### src/rtl/round_key_xor_stage.sv
// Round-key addition: XORs each accepted state block with a key selected by its round index.
// Latency 1 cycle; the one-deep output register stalls in_ready while a result is held and out_ready is low.
module round_key_xor_stage #(
    parameter int DATA_W   = 128,
    parameter int NUM_KEYS = 15,
    parameter int IDX_W    = (NUM_KEYS > 1) ? $clog2(NUM_KEYS) : 1
) (
    input  logic              clk,
    input  logic              rst_n,
    input  logic              key_wr_en,
    input  logic [IDX_W-1:0]  key_wr_idx,
    input  logic [DATA_W-1:0] key_wr_data,
    input  logic              key_clear,
    input  logic              in_valid,
    output logic              in_ready,
    input  logic [DATA_W-1:0] in_data,
    input  logic [IDX_W-1:0]  in_idx,
    output logic              out_valid,
    input  logic              out_ready,
    output logic [DATA_W-1:0] out_data,
    output logic [IDX_W-1:0]  out_idx,
    output logic              out_err,
    output logic [7:0]        err_count
);

    logic [DATA_W-1:0]   key_mem [NUM_KEYS];
    logic [NUM_KEYS-1:0] loaded;

    logic              accept;
    logic              wr_ok;
    logic              idx_ok;
    logic              hit;
    logic [DATA_W-1:0] sel_key;

    assign in_ready = !out_valid || out_ready;
    assign accept   = in_valid && in_ready;
    assign wr_ok    = key_wr_en && (32'(key_wr_idx) < 32'(NUM_KEYS));
    assign idx_ok   = 32'(in_idx) < 32'(NUM_KEYS);

    // Table is read combinationally here, so a same-cycle write only lands after this block is captured.
    always_comb begin
        sel_key = '0;
        hit     = 1'b0;
        if (idx_ok) begin
            sel_key = key_mem[in_idx];
            hit     = loaded[in_idx];
        end
    end

    always_ff @(posedge clk) begin
        if (!rst_n) begin
            for (int i = 0; i < NUM_KEYS; i++) begin
                key_mem[i] <= '0;
            end
            loaded <= '0;
        end else begin
            if (key_clear) begin
                loaded <= '0;
            end
            // Placed after the clear so a write to the same entry keeps it loaded.
            if (wr_ok) begin
                key_mem[key_wr_idx] <= key_wr_data;
                loaded[key_wr_idx]  <= 1'b1;
            end
        end
    end

    always_ff @(posedge clk) begin
        if (!rst_n) begin
            out_valid <= 1'b0;
            out_data  <= '0;
            out_idx   <= '0;
            out_err   <= 1'b0;
            err_count <= '0;
        end else if (accept) begin
            out_valid <= 1'b1;
            out_idx   <= in_idx;
            out_err   <= !hit;
            out_data  <= hit ? (in_data ^ sel_key) : in_data;
            if (!hit && (err_count != 8'hFF)) begin
                err_count <= err_count + 8'd1;
            end
        end else if (out_ready) begin
            out_valid <= 1'b0;
        end
    end

endmodule

### config.mk
export PLATFORM = sky130hd
export DESIGN_NAME = round_key_xor_stage
export DESIGN_NICKNAME = d
export VERILOG_FILES = /design/src/rtl/round_key_xor_stage.sv
export SDC_FILE = /design/constraint.sdc
export NUM_CORES = 2
export LEC_CHECK = 0
export CORE_ASPECT_RATIO = 1.75
export CORE_MARGIN = 2
export CORE_UTILIZATION = 55
export DETAILED_ROUTE_END_ITERATION = 7
export GPL_ROUTABILITY_DRIVEN = 0
export PLACE_DENSITY = 0.73
export SETUP_SLACK_MARGIN = 0.3
export SLEW_MARGIN = 20
export SYNTH_ARGS = -nofsm -noshare
export SYNTH_HDL_FRONTEND = slang
export SYNTH_SLANG_ARGS = --single-unit
### constraint.sdc
create_clock -name clk -period 15.6 [get_ports clk]
set_input_delay 3.9 -clock clk [delete_from_list [all_inputs] [get_ports clk]]
set_output_delay 3.9 -clock clk [all_outputs]
set_load 0.02 [all_outputs]
==> results_dict.tcl <==
set metrics [dict create \
    nFillCells 12600 \
    critPathMostFrequentCell "clkdlybuf4s50_1" \
    max_cap_viol_count 0 \
    fin_util_pct 62.7 \
    ys_types 37 \
    finClkSkew_ps 30.8 \
    cts-root-buf "clkbuf_16" \
    grt_max_degree 130 \
    clk_pin_slew_worst_paths_ps 60 \
    multiInputGateArea_um2 31500 \
    final_area_um2 111000 \
    nets 6793 \
    post_drt_wl_per_cell_um 31.0 \
    ys_ff_latch 2205 \
    peakVddDrop_mv 0.0929 \
    syn_area_um2 97700 \
    synth_edf_count 2048 \
    grt_pass1_vias 58900 \
    vias 57300 \
    cts_buffers 200 \
    cp.required_ps 11700 \
    wl_mm 281 \
    io_pins 413 \
    grt_use_total_pct 31.3 \
    finalMaxSlewViolations 0 \
    cts_buffer_depth 4 \
    crit_family "buffers and inverters" \
    crit_buf_inv 2 \
    fp.dieW_um 323 \
    syn_to_final_growth_pct 13.2 \
    final_cells 9062 \
    postCtsSetupBuffers 0 \
    tightest_slew_ps 1240 \
    cts-hold-fix-buffers 0 \
    cts_tree "built" \
    first_pass_iters 5 \
    netlist_instances 6264 \
    overflow 0 \
    drc 0 \
    cts.htree.levels 4 \
    cp_max_fo 4 \
    core_um2 176000 \
    io_buffers 412 \
    cts_resized 0 \
    tns_ps 0 \
    syn_avg_cell_area_um2 15.6 \
    clock_insertion_delay_worst_skew_ps 860 \
    viasPerCell 6.33 \
    seq_area_um2 64600 \
    drive_above_1_share_pct 14.2 \
    rsz0062_at_grt "no" \
    numClockSinks 2205 \
    yosysWarnings 0 \
    die_y_um 561 \
    crit_slowest_cell "clkdlybuf4s50_1" \
    status "finished, final reports clean" \
    placed_area_um2 104000 \
    relSlewSlack_pct 17.3 \
    antenna_found_initial 51 \
    place_inst 8689 \
    synthArstFlopShare_pct 0 \
    dieArea_um2 181000 \
    rows 204 \
    cp-start-kind "primary input" \
    antenna_left 0 \
    drt_iter0_drc 7095 \
    grt_pass1_wl_mm 406 \
    worstSetupEndpointType "output port" \
    fmaxAchievable_mhz 110 \
    cp_cell_sequence "clkdlybuf4s50_1 -> nand2b_1 -> clkdlybuf4s50_1" \
    setup_viol 0 \
    power.density_nw_per_um2 116 \
    post-dp-hpwl_mm 144 \
    seq_area_frac_synth_pct 66.2 \
    worstSetupPathType "primary input to output port" \
    worst_ep_arrival_time_ps 5200 \
    hold_viol 0 \
    synthFlopType "edfxtp_1" \
    pre_cts_slack_ps 6500 \
    min_period_ps 9100 \
    postLayoutSetupSlackWorst_ps 6500 \
    worstHoldPathType "flop to flop" \
    max_stage_delay_ps 640 \
    fin_crit_sh_pct 58.3 \
    p_leak_nw 38.5 \
    start_util_pct 55.4 \
]
## cells in the final DEF, fill, tap and decap left out, types with 38 or more instances in the layout
cell and count:
edfxtp_1 2048, and2_1 1920, mux4_2 514, clkdlybuf4s50_1 407, clkbuf_16 201, mux2i_1 165
dfxtp_1 157, a22oi_1 150, nor3_1 131, o21ai_0 130, and4_1 129, a211oi_1 128
conb_1 128, buf_4 103, nand2_1 94, clkinv_1 41, clkbuf_1 38
## tightest hold or removal path: stages (launching register included)
cell and delay [ps]:
dfxtp_1 310, nand2_1 50, a21oi_1 50
## flip-flops by register name, summed over array words and instances (netlist names)
signal / count
err_count: 8
key_mem: 2048
loaded: 15
out_data: 128
out_err: 1
out_idx: 4
out_valid: 1
## area by class of cell
| type | instances | share of cell area (%) |
|---|---|---|
| Multi-Input combinational cell | 3585 | 28.5 |
| Clock buffer | 250 | 4.82 |
| Clock inverter | 102 | 0.782 |
| Antenna cell | 21 | 0.0475 |
| Timing Repair Buffer | 528 | 4.70 |
| Inverter | 2 | 0.00679 |
| Sequential cell | 2205 | 58.5 |
| Tap cell | 2369 | 2.68 |
## logic make-up (layout without fill, tap and decap cells)
logic type | Yosys count | count (layout) | share of synthesized area [%]
buffers and inverters | 601 | 882 | 2.38
adders and majority gates | 1 | 1 | 0.0128
other | 1 | 149 | 0.00384
DFF | 2205 | 2205 | 66.2
AOI/OAI and AO/OA | 453 | 453 | 3.10
and+or+nand+nor | 2324 | 2324 | 14.8
muxes | 679 | 679 | 13.5
## per-layer routing
metal	track usage (%)	up-vias	wire [um]	part of all wire (%)
met5	0	-	250	0.089
met4	9.28	38	7810	2.8
li1	-	23800	-	-
met3	6.31	505	29500	11
met2	52.8	3247	140000	50
met1	41.1	29700	103000	37
## per-stage QoR
stage / total power, mW / hold slack [ps]
floorplan: 7.72 / 421
global placement: 8.13 / 428
detailed placement: 8.17 / 442
CTS: 12.9 / 457
global route: 13.2 / 477
finish: 12.8 / 458
## synthesized netlist by cell type, types with 95 or more instances
cell type	count	area share, %
a211oi_1	128	0.98
a22oi_1	150	1.2
and2_1	1922	12
and4_1	129	1.2
clkbuf_1	484	1.9
dfxtp_1	157	3.2
edfxtp_1	2048	63
mux2i_1	165	1.7
mux4_2	514	12
nand2_1	95	0.37
nor3_1	135	0.69
o21ai_0	141	0.72
## path summary, 6_finish.rpt
path              cells after the start  slack (ps)  startpoint           end
setup / recovery                      3        6500   out_ready      in_ready
setup reg to reg                      7       12250  loaded[10]  out_data[68]
hold / removal                        2         460     out_err       out_err
hold reg to reg                       2         460     out_err       out_err
## power by group
group          internal (mW)  switching (mW)
Clock                   2.63            2.16
Combinational          0.448           0.692
Sequential              6.81           0.105
(Power assumes the default switching activity.)
